$ cat config.mk
export PLATFORM = sky130hd
export DESIGN_NAME = ok_dual_pipe_arbiter_flat
export DESIGN_NICKNAME = d
export VERILOG_FILES = /design/src/rtl/ok_arb_pkg.sv /design/src/rtl/ok_dual_pipe_arbiter_if.sv /design/src/rtl/ok_burst_timer.sv /design/src/rtl/ok_dual_pipe_arbiter.sv /design/src/flat_wrapper.sv
export SDC_FILE = /design/constraint.sdc
export NUM_CORES = 1
export LEC_CHECK = 0
export ABC_AREA = 1
export BUFFER_PORTS_ARGS = -buffer_cell sky130_fd_sc_hd__buf_2
export CELL_PAD_IN_SITES_DETAIL_PLACEMENT = 1
export CELL_PAD_IN_SITES_GLOBAL_PLACEMENT = 1
export CORE_AREA = 2 2 109 111
export CTS_BUF_LIST = sky130_fd_sc_hd__clkbuf_16
export CTS_CLUSTER_SIZE = 12
export DETAILED_ROUTE_END_ITERATION = 16
export DIE_AREA = 0 0 111 113
export HOLD_SLACK_MARGIN = 0.1
export PLACE_DENSITY_LB_ADDON = 0.1
export SYNTH_ARGS = -nofsm -noshare
export SYNTH_HDL_FRONTEND = slang
export SYNTH_HIERARCHICAL = 1
export SYNTH_SLANG_ARGS = --single-unit
$ cat constraint.sdc
create_clock -name okClk -period 2.7 [get_ports okClk]
set_clock_uncertainty 0.2 [all_clocks]
set_input_delay 0.54 -clock okClk [delete_from_list [all_inputs] [get_ports okClk]]
set_output_delay 0.54 -clock okClk [all_outputs]
set_load 0.02 [all_outputs]
$ cat src/rtl/ok_arb_pkg.sv
// Shared types and helpers for the dual-host pipe arbiter.
// Imported by the arbiter top and its stall timer.
package ok_arb_pkg;

    typedef enum logic [1:0] {
        IDLE,
        BURST,
        DONE
    } state_t;

    localparam logic SRC_P = 1'b0;
    localparam logic SRC_S = 1'b1;

    function automatic int clog2(input int v);
        int r;
        r = 0;
        while ((1 << r) < v) r++;
        return (r < 1) ? 1 : r;
    endfunction

endpackage

$ cat src/rtl/ok_dual_pipe_arbiter_if.sv
// Bundle of both requester pipes plus the shared downstream pipe.
// slave is the arbiter view; master is the host/sink view.
interface ok_dual_pipe_arbiter_if #(
    parameter int DATA_W = 32,
    parameter int LEN_W  = 16
);

    logic              p_req;
    logic [LEN_W-1:0]  p_len;
    logic              p_valid;
    logic [DATA_W-1:0] p_data;
    logic              p_ready;
    logic              p_gnt;
    logic              p_done;
    logic              p_err;

    logic              s_req;
    logic [LEN_W-1:0]  s_len;
    logic              s_valid;
    logic [DATA_W-1:0] s_data;
    logic              s_ready;
    logic              s_gnt;
    logic              s_done;
    logic              s_err;

    logic              m_valid;
    logic [DATA_W-1:0] m_data;
    logic              m_ready;
    logic              m_sop;
    logic              m_eop;
    logic              m_src;
    logic              busy;

    modport slave (
        input  p_req, p_len, p_valid, p_data,
        output p_ready, p_gnt, p_done, p_err,
        input  s_req, s_len, s_valid, s_data,
        output s_ready, s_gnt, s_done, s_err,
        output m_valid, m_data, m_sop, m_eop, m_src,
        input  m_ready,
        output busy
    );

    modport master (
        output p_req, p_len, p_valid, p_data,
        input  p_ready, p_gnt, p_done, p_err,
        output s_req, s_len, s_valid, s_data,
        input  s_ready, s_gnt, s_done, s_err,
        input  m_valid, m_data, m_sop, m_eop, m_src,
        output m_ready,
        input  busy
    );

endinterface

$ cat src/rtl/ok_burst_timer.sv
// Saturating stall counter; expired fires on the stall cycle
// that brings the count to TIMEOUT-1.
module ok_burst_timer
    import ok_arb_pkg::*;
#(
    parameter int TIMEOUT = 1024
) (
    input  logic okClk,
    input  logic rst_n,
    input  logic clear,
    input  logic enable,
    output logic expired
);

    localparam int W = clog2(TIMEOUT);
    localparam logic [W-1:0] LAST = W'(TIMEOUT - 1);
    localparam logic [W-1:0] ARM  = W'(TIMEOUT - 2);

    logic [W-1:0] cnt;

    always_ff @(posedge okClk or negedge rst_n) begin
        if (!rst_n) begin
            cnt <= '0;
        end else if (clear) begin
            cnt <= '0;
        end else if (enable && cnt != LAST) begin
            cnt <= cnt + W'(1);
        end
    end

    assign expired = enable & (cnt == ARM);

endmodule

$ cat src/rtl/ok_dual_pipe_arbiter.sv
// Round-robin burst arbiter sharing one downstream pipe between
// the primary and secondary host streams, with stall abort.
module ok_dual_pipe_arbiter
    import ok_arb_pkg::*;
#(
    parameter int DATA_W  = 32,
    parameter int LEN_W   = 16,
    parameter int TIMEOUT = 1024
) (
    input logic okClk,
    input logic rst_n,
    ok_dual_pipe_arbiter_if.slave bus
);

    localparam logic [LEN_W-1:0] ONE = LEN_W'(1);

    state_t            state;
    logic              src;
    logic              last_src;
    logic [LEN_W-1:0]  cnt;
    logic [LEN_W-1:0]  len_q;
    logic [LEN_W-1:0]  req_len;
    logic              p_gnt;
    logic              s_gnt;
    logic              p_done;
    logic              s_done;
    logic              err;
    logic              in_burst;
    logic              own_valid;
    logic [DATA_W-1:0] own_data;
    logic              xfer;
    logic              expired;
    logic              any_req;
    logic              pick_s;

    assign in_burst  = state == BURST;
    assign own_valid = src ? bus.s_valid : bus.p_valid;
    assign own_data  = src ? bus.s_data : bus.p_data;
    assign xfer      = in_burst & own_valid & bus.m_ready;
    assign any_req   = bus.p_req | bus.s_req;
    // Tie goes to whoever did not own the previous burst.
    assign pick_s    = bus.s_req & (~bus.p_req | last_src == SRC_P);
    assign req_len   = pick_s ? bus.s_len : bus.p_len;

    ok_burst_timer #(
        .TIMEOUT (TIMEOUT)
    ) u_timer (
        .okClk   (okClk),
        .rst_n   (rst_n),
        .clear   (~in_burst | xfer),
        .enable  (in_burst & ~xfer),
        .expired (expired)
    );

    always_ff @(posedge okClk or negedge rst_n) begin
        if (!rst_n) begin
            state    <= IDLE;
            src      <= SRC_P;
            last_src <= SRC_S;
            cnt      <= '0;
            len_q    <= '0;
            p_gnt    <= 1'b0;
            s_gnt    <= 1'b0;
            p_done   <= 1'b0;
            s_done   <= 1'b0;
            err      <= 1'b0;
        end else begin
            unique case (state)
                IDLE: begin
                    if (any_req) begin
                        src      <= pick_s;
                        last_src <= pick_s;
                        cnt      <= req_len;
                        len_q    <= req_len;
                        p_gnt    <= ~pick_s;
                        s_gnt    <= pick_s;
                        if (req_len == '0) begin
                            state  <= DONE;
                            p_done <= ~pick_s;
                            s_done <= pick_s;
                        end else begin
                            state <= BURST;
                        end
                    end
                end
                BURST: begin
                    if (xfer) begin
                        cnt <= cnt - ONE;
                        if (cnt == ONE) begin
                            state  <= DONE;
                            p_done <= ~src;
                            s_done <= src;
                        end
                    end else if (expired) begin
                        state  <= DONE;
                        p_done <= ~src;
                        s_done <= src;
                        err    <= 1'b1;
                    end
                end
                DONE: begin
                    state  <= IDLE;
                    p_gnt  <= 1'b0;
                    s_gnt  <= 1'b0;
                    p_done <= 1'b0;
                    s_done <= 1'b0;
                    err    <= 1'b0;
                end
                default: state <= IDLE;
            endcase
        end
    end

    assign bus.p_gnt   = p_gnt;
    assign bus.s_gnt   = s_gnt;
    assign bus.p_done  = p_done;
    assign bus.s_done  = s_done;
    assign bus.p_err   = p_done & err;
    assign bus.s_err   = s_done & err;
    assign bus.m_valid = in_burst & own_valid;
    assign bus.m_data  = in_burst ? own_data : '0;
    assign bus.p_ready = in_burst & ~src & bus.m_ready;
    assign bus.s_ready = in_burst & src & bus.m_ready;
    assign bus.m_sop   = in_burst & (cnt == len_q);
    assign bus.m_eop   = in_burst & (cnt == ONE);
    assign bus.m_src   = src;
    assign bus.busy    = state != IDLE;

endmodule

$ cat src/flat_wrapper.sv
// flat-port wrapper written by rule: the top's interface ports become plain ports
module ok_dual_pipe_arbiter_flat import ok_arb_pkg::*;
#(
    parameter int DATA_W  = 32,
    parameter int LEN_W   = 16,
    parameter int TIMEOUT = 1024
)
  (okClk, rst_n, bus_p_req, bus_p_len, bus_p_valid, bus_p_data, bus_p_ready, bus_p_gnt, bus_p_done, bus_p_err, bus_s_req, bus_s_len, bus_s_valid, bus_s_data, bus_s_ready, bus_s_gnt, bus_s_done, bus_s_err, bus_m_valid, bus_m_data, bus_m_sop, bus_m_eop, bus_m_src, bus_m_ready, bus_busy);
  ok_dual_pipe_arbiter_if #(.DATA_W(DATA_W), .LEN_W(LEN_W)) bus_i ();
  input logic okClk;
  input logic rst_n;
  input wire logic [$bits(bus_i.p_req)-1:0] bus_p_req;
  input wire logic [$bits(bus_i.p_len)-1:0] bus_p_len;
  input wire logic [$bits(bus_i.p_valid)-1:0] bus_p_valid;
  input wire logic [$bits(bus_i.p_data)-1:0] bus_p_data;
  output wire logic [$bits(bus_i.p_ready)-1:0] bus_p_ready;
  output wire logic [$bits(bus_i.p_gnt)-1:0] bus_p_gnt;
  output wire logic [$bits(bus_i.p_done)-1:0] bus_p_done;
  output wire logic [$bits(bus_i.p_err)-1:0] bus_p_err;
  input wire logic [$bits(bus_i.s_req)-1:0] bus_s_req;
  input wire logic [$bits(bus_i.s_len)-1:0] bus_s_len;
  input wire logic [$bits(bus_i.s_valid)-1:0] bus_s_valid;
  input wire logic [$bits(bus_i.s_data)-1:0] bus_s_data;
  output wire logic [$bits(bus_i.s_ready)-1:0] bus_s_ready;
  output wire logic [$bits(bus_i.s_gnt)-1:0] bus_s_gnt;
  output wire logic [$bits(bus_i.s_done)-1:0] bus_s_done;
  output wire logic [$bits(bus_i.s_err)-1:0] bus_s_err;
  output wire logic [$bits(bus_i.m_valid)-1:0] bus_m_valid;
  output wire logic [$bits(bus_i.m_data)-1:0] bus_m_data;
  output wire logic [$bits(bus_i.m_sop)-1:0] bus_m_sop;
  output wire logic [$bits(bus_i.m_eop)-1:0] bus_m_eop;
  output wire logic [$bits(bus_i.m_src)-1:0] bus_m_src;
  input wire logic [$bits(bus_i.m_ready)-1:0] bus_m_ready;
  output wire logic [$bits(bus_i.busy)-1:0] bus_busy;
  assign bus_i.p_req = bus_p_req;
  assign bus_i.p_len = bus_p_len;
  assign bus_i.p_valid = bus_p_valid;
  assign bus_i.p_data = bus_p_data;
  assign bus_p_ready = bus_i.p_ready;
  assign bus_p_gnt = bus_i.p_gnt;
  assign bus_p_done = bus_i.p_done;
  assign bus_p_err = bus_i.p_err;
  assign bus_i.s_req = bus_s_req;
  assign bus_i.s_len = bus_s_len;
  assign bus_i.s_valid = bus_s_valid;
  assign bus_i.s_data = bus_s_data;
  assign bus_s_ready = bus_i.s_ready;
  assign bus_s_gnt = bus_i.s_gnt;
  assign bus_s_done = bus_i.s_done;
  assign bus_s_err = bus_i.s_err;
  assign bus_m_valid = bus_i.m_valid;
  assign bus_m_data = bus_i.m_data;
  assign bus_m_sop = bus_i.m_sop;
  assign bus_m_eop = bus_i.m_eop;
  assign bus_m_src = bus_i.m_src;
  assign bus_i.m_ready = bus_m_ready;
  assign bus_busy = bus_i.busy;
  ok_dual_pipe_arbiter #(.DATA_W(DATA_W), .LEN_W(LEN_W), .TIMEOUT(TIMEOUT)) u_core (.okClk(okClk), .rst_n(rst_n), .bus(bus_i));
endmodule
==> impl_results.md, run 1 <==
* R2R Setup Slk at ~170 ps
* 1st-iter DRT viols at about 170
* Die Y at 113 µm
* Final period util at 97.42%
* Cells after Synth at about 530
* HP Class: reg -> reg
* First-pass GRT wire length at roughly 23000 µm
* Post-synth ARST share at 100.0%
* DRT Wirelength at ~14000 µm
* Drt drc at 0
* FF-to-FF path depth at 17
* Post-route ant nets at 0
* Fraction of layout cells with a size suffix above 1 at 30.19%
* Setup TNS at 0 ps
* Dpl cell area at 4669 µm²
* Vias in the first global route at ~4400
* Slew Limit Headroom at 54.51%
* Met3 WL post-DR at around 640 µm
* Avg Cell Area, Syn at roughly 7.1 µm²
* Worst path required time at ~2000 ps
* Commonest non-fill, non-tap cells in the layout: buf_2 (146), nand2_1 (143), inv_1 (52)
* Final setup fails at 0
* Status: finished clean
* Nets at ~800
* Largest net degree at the start of global routing at 52
* CP Capture Type: primary output
* Clock buffer depth at 2
* Final Hold Fails at 0
* WL/cell at between 15 and 20 µm
* Antenna Cells at 0
* Post-synth EDFFs at 0
* DR pass1 iterations at 4
* FMAX at 380.2 MHz
* Worst setup path endpoint: bus_m_sop
* Most common cell after layout, fill and taps aside: buf_2
* R2r endpoint: u_core/bus.p_done
* M1 WL at approximately 5900 µm
* Total track usage at roughly 22%
* Most used flip-flop cell after synthesis: dfrtp_1
* Clk slew on worst S/H paths at about 70 ps
* Post-synthesis sequential area ratio at 33.98%
* Initial antenna violation count at 0
* CP Launch Type: flop
* Worst setup path startpoint: u_core/cnt[14]
* Area Overhead vs Synth at 30.92%
* Pleak at around 2.6 nW
* Clock Tree Root: clkbuf_16
* Clock sink count at 51
* DR WL met2 at 7285 µm
* Yosys warning total at 6
* FF-to-FF Start: u_core/state[1]
* Kind of critical path: reg -> out
* Fin. max-slew vios at 0
* Final Cell Area at 4922 µm²
* DIE WIDTH at between 100 and 150 µm
* Die Area at 12540 µm²
* Via density at 5.186
* RSZ-0062 raised after global routing: no
* Initial core utilization at 33.36%
* Highest metal used: met4
* Number of CTS-inserted buffers at 5
* DPL Wire Length at ~11000 µm
* Placer Congestion at 0.8231
* Minimum clock period at 2630 ps
* PortBufs at around 150
* Unique masters post-synth at between 40 and 50
* Clk Latency, worst-skew pair at about 300 ps
* CTS tree: done
* CP arrival at 1890 ps
* Max-cap violations at 0
* Cell Rows at 39
* PD cells at 1117 nW/µm²
* Max VDD drop at 0.5113 mV
* Syn Nets at 637
* Vias at approximately 4300
* Slew @ Worst Pin at ~680 ps
* Worst-path maximum fanout at 5
* Core region area at ~11000 µm²
* Flops & latches, synth at between 50 and 60
* Gr ovfl total at 0
* Synthesized area at between 3000 and 4000 µm²
* CTS H-Tree Depth at 2
* Fin util at 43.67%
* I/O Pins at between 100 and 150
synth_stat cells, types with 2 or more instances:
cell | count | area share (%)
a21oi_1 | 15 | 2.0
a221oi_1 | 3 | 0.70
a22o_1 | 33 | 7.7
a31oi_1 | 6 | 1.0
buf_2 | 2 | 0.27
buf_4 | 2 | 0.40
buf_6 | 3 | 0.90
clkbuf_1 | 13 | 1.3
dfrtp_1 | 50 | 33
ha_1 | 7 | 2.3
inv_1 | 54 | 5.4
inv_4 | 2 | 0.33
nand2_1 | 143 | 14
nand2_2 | 6 | 1.0
nand2_4 | 5 | 1.5
nand3_1 | 32 | 4.3
nand3_4 | 2 | 0.93
nand3b_1 | 2 | 0.40
nand4_1 | 10 | 1.7
nor2_1 | 49 | 4.9
nor2_4 | 3 | 0.90
nor3_1 | 6 | 0.80
nor4_1 | 2 | 0.33
o211ai_1 | 3 | 0.60
o21ai_0 | 29 | 3.9
o21ai_1 | 12 | 1.6
o22ai_1 | 6 | 1.0
or2_2 | 4 | 0.67
xor2_1 | 10 | 2.3
state kept, by name, summed over array words and instances (netlist names):
name	cells
u_core/len_q	16
u_core/bus.m_src	1
u_core/u_timer/cnt	10
u_core/state	2
u_core/err	1
u_core/bus.p_done	1
u_core/last_src	1
u_core/bus.p_gnt	1
u_core/bus.s_done	1
u_core/bus.s_gnt	1
u_core/cnt	16
worst max-delay path: stages, from the launching register on:
cell	delay [ps]
dfrtp_1	440
or2_2	320
a221oi_1	360
nand4_1	140
nor2_1	150
buf_2	190
metal layers:
metal / track usage (%) / up-vias
met2: 42.78 / 134
met3: 3.482 / 14
li1: - / 2061
met1: 25.96 / 2054
met4: 5.583 / 0
met5: 0 / -
cell type report:
| class | count | area, µm² |
|---|---|---|
| multi-input cells | 396 | 2177 |
| repair buffers | 164 | 888.4 |
| clock buffers | 5 | 125.1 |
| fillers | 1512 | 6350 |
| well taps | 143 | 178.9 |
| clock inverters | 3 | 38.79 |
| flip-flops and latches | 51 | 1277 |
| inverters | 60 | 236.5 |
how the worst min path moves through the flow:
stage | cells after the start | start | to
finish | 2 | u_core/last_src | u_core/last_src
global route | 2 | u_core/last_src | u_core/last_src
CTS | 2 | u_core/last_src | u_core/last_src
detailed placement | 2 | u_core/last_src | u_core/last_src
global placement | 2 | u_core/last_src | u_core/last_src
floorplan | 0 | rst_n | u_core/bus.m_src
what timing repair did:
action,4_1_cts,5_1_grt
buffers inserted,0,4
pin swaps,0,1
hold endpoints to repair,50,0
hold buffers,1,0
resized for setup,5,6
setup endpoints to repair,12,4
gates cloned,0,0
report_power, final:
group          internal (mW)  switching [mW]  total, mW
clock                  0.434           0.302      0.735
sequential              1.09           0.302       1.39
combinational           1.19            2.18       3.37
total                   2.71            2.79       5.50
cells by family (layout without fill, tap and decap cells):
kind of cell / count (synthesis) / after routing / share of synthesized area [%]
flip-flops: 51 / 51 / 33.98
XOR/XNOR: 11 / 11 / 2.562
buffers and inverters: 80 / 232 / 9.151
adder cells (fa/ha/maj): 7 / 7 / 2.329
AND/OR/NAND/NOR: 266 / 266 / 32.35
AO/OA/AOI/OAI: 112 / 112 / 19.63
stage by stage:
stage          hold WS (ps)  std cells  setup WS [ps]  total power, mW
2_1_floorplan         44.41        527          147.0            3.649
4_1_cts               278.0        818          9.955            5.487
3_3_place_gp          259.0        809          204.0            4.609
6_report              273.8        822          69.73            5.498
5_1_grt               305.5        822          10.86            5.946
3_5_place_dp          267.3        809         -6.006            4.705
No activity file was read; power rests on OpenSTA's default activity.
==> run 2, diff against run 1 <==
Settings changed: CORE_AREA 2 2 109 111 to 2 2 104 106, DIE_AREA 0 0 111 113 to 0 0 106 108.
Clock period 2.7 ns to 3.33 ns, I/O delays scaled along.
==> impl_results.md, run 2 (synthesis results as in run 1) <==
* 1st-iter DRT viols at between 150 and 200
* Largest net degree at the start of global routing at 35
* Overall power at between 4 and 5 mW
* Minimum clock period at roughly 3100 ps
* Die Area at between 10000 and 15000 µm²
* Clock buffer depth at 2
* Final period util at between 90% and 100%
* Gr ovfl total at 0
* CP max stage delay at 500 ps
* CTS tree: done
* DIE WIDTH at 106 µm
* Total track usage at roughly 23%
* Number of CTS-inserted buffers at 5
* Clk Latency, worst-skew pair at 290 ps
* Final setup fails at 0
* FF-to-FF Start: u_core/state[1]
* Clock sink count at 51
* DPL Wire Length at about 10000 µm
* Commonest non-fill, non-tap cells in the layout: buf_2 (147), nand2_1 (143), inv_1 (54)
* Most common cell after layout, fill and taps aside: buf_2
* Clk slew on worst S/H paths at about 70 ps
* Initial antenna violation count at 0
* Final Cell Area at between 4000 and 5000 µm²
* Vias at roughly 4200
* DRT Wirelength at 13310 µm
* R2R Setup Slk at 490 ps
* Crit-path cells: inv_1 -> ha_1 -> inv_1 -> or4_1 -> nor4_1 -> buf_2
* Post-route ant nets at 0
* Dpl cell area at between 4000 and 5000 µm²
* DR pass1 iterations at 4
* Placer Congestion at about 0.83
* FF-to-FF path depth at 17
* PortBufs at approximately 150
* CP Launch Type: flop
* R2r endpoint: u_core/bus.p_done
* CP arrival at between 2000 and 2500 ps
* Worst-path maximum fanout at 7
* Antenna Cells at 0
* Slew @ Worst Pin at 696.5 ps
* Final Hold Fails at 0
* Fin cells at around 800
* Setup TNS at 0 ps
* Hold buffer count at cts at 0
* Post-CTS Setup Bufs at 0
* Max-cap violations at 0
* Die Y at 108 µm
* Layout fillers at around 1400
* PD cells at between 800 and 900 nW/µm²
* Area Overhead vs Synth at 26.29%
* WL/cell at between 15 and 20 µm
* Delay-heaviest family, CP: simple AND/OR/NAND/NOR gates
* Slowest cell on crit path: or4_1
* Via density at 5.217
* Fin. max-slew vios at 0
* PostCTS Resize Cnt at 0
* I/O Pins at 148
* Most frequent cell on the critical path: inv_1
* Clock Tree Root: clkbuf_16
* HP Class: in -> async
* Core region area at about 10000 µm²
* FMAX at roughly 330 MHz
* Top Registers: u_core/cnt: 16 flops, u_core/len_q: 16 flops, u_core/u_timer/cnt: 10 flops
* Worst path required time at 2460 ps
* Nets at ~780
* Max VDD drop at roughly 0.37 mV
* Cell Rows at 37
* Placed cells at 795
* CTS H-Tree Depth at 2
* Fin util at ~46%
* Pleak at approximately 2.6 nW
* Vias in the first global route at roughly 4300
* Status: finished clean
* Drt drc at 0
* CP Capture Type: primary output
* First-pass GRT wire length at about 21000 µm
* RSZ-0062 raised after global routing: no
* Slew Limit Headroom at a little over half
* Initial core utilization at between 30% and 40%
* Fraction of layout cells with a size suffix above 1 at around 28%
* Kind of critical path: reg -> out
* Crit path buffers/inverters at 3
-- run 2: changes by cell type in the layout (fill, tap and decap cells not counted), moves of 2 or more --
cell	change
inv_2	-2
clkinv_2	+2
nor4_1	+2
buf_6	-2
inv_1	+2
buf_4	-10
-- run 2: final cells by class --
cell class / instances / area [µm²] / share of cell area (%)
Inverter: 60 / 236.5 / 4.980
Multi-Input combinational cell: 396 / 2138 / 45.03
Clock buffer: 5 / 125.1 / 2.635
Sequential cell: 51 / 1277 / 26.90
Tap cell: 136 / 170.2 / 3.584
Clock inverter: 3 / 15.01 / 0.3162
Timing Repair Buffer: 152 / 785.8 / 16.55
-- run 2: worst max path at each step --
stage,start,endpoint,slack (ps),depth (start not counted)
after floorplan,u_core/cnt[1],bus_m_eop,650,5
after global placement,u_core/cnt[1],bus_m_eop,570,6
after detailed placement,u_core/state[1],u_core/bus.p_done,500,17
after CTS,u_core/cnt[1],bus_m_eop,240,6
after global routing,u_core/cnt[1],bus_m_eop,170,6
final,u_core/cnt[1],bus_m_eop,270,6
-- run 2: stage by stage --
stage / setup WS (ps) / hold slack (ps)
3_3_place_gp: 565.3 / 264.2
3_5_place_dp: 498.7 / 273.1
5_1_grt: 165.6 / 232.2
4_1_cts: 236.9 / 220.5
2_1_floorplan: 651.0 / 170.4
6_report: 274.1 / 200.6
-- run 2: power by group --
| group | switching (mW) | internal, mW | total, mW |
|---|---|---|---|
| sequential | 0.244 | 0.885 | 1.13 |
| combinational | 1.72 | 0.870 | 2.59 |
| clock | 0.235 | 0.275 | 0.510 |
-- run 2: metal layers --
layer / part of all wire [%] / routed length (µm) / up-vias / GRT usage [%]
met4: 0.94 / 125 / 0 / 5.357
met5: 0 / 0 / - / 0
li1: - / - / 2032 / -
met1: 43 / 5678 / 2021 / 27.80
met3: 5.0 / 664 / 10 / 3.195
met2: 51 / 6838 / 126 / 43.78
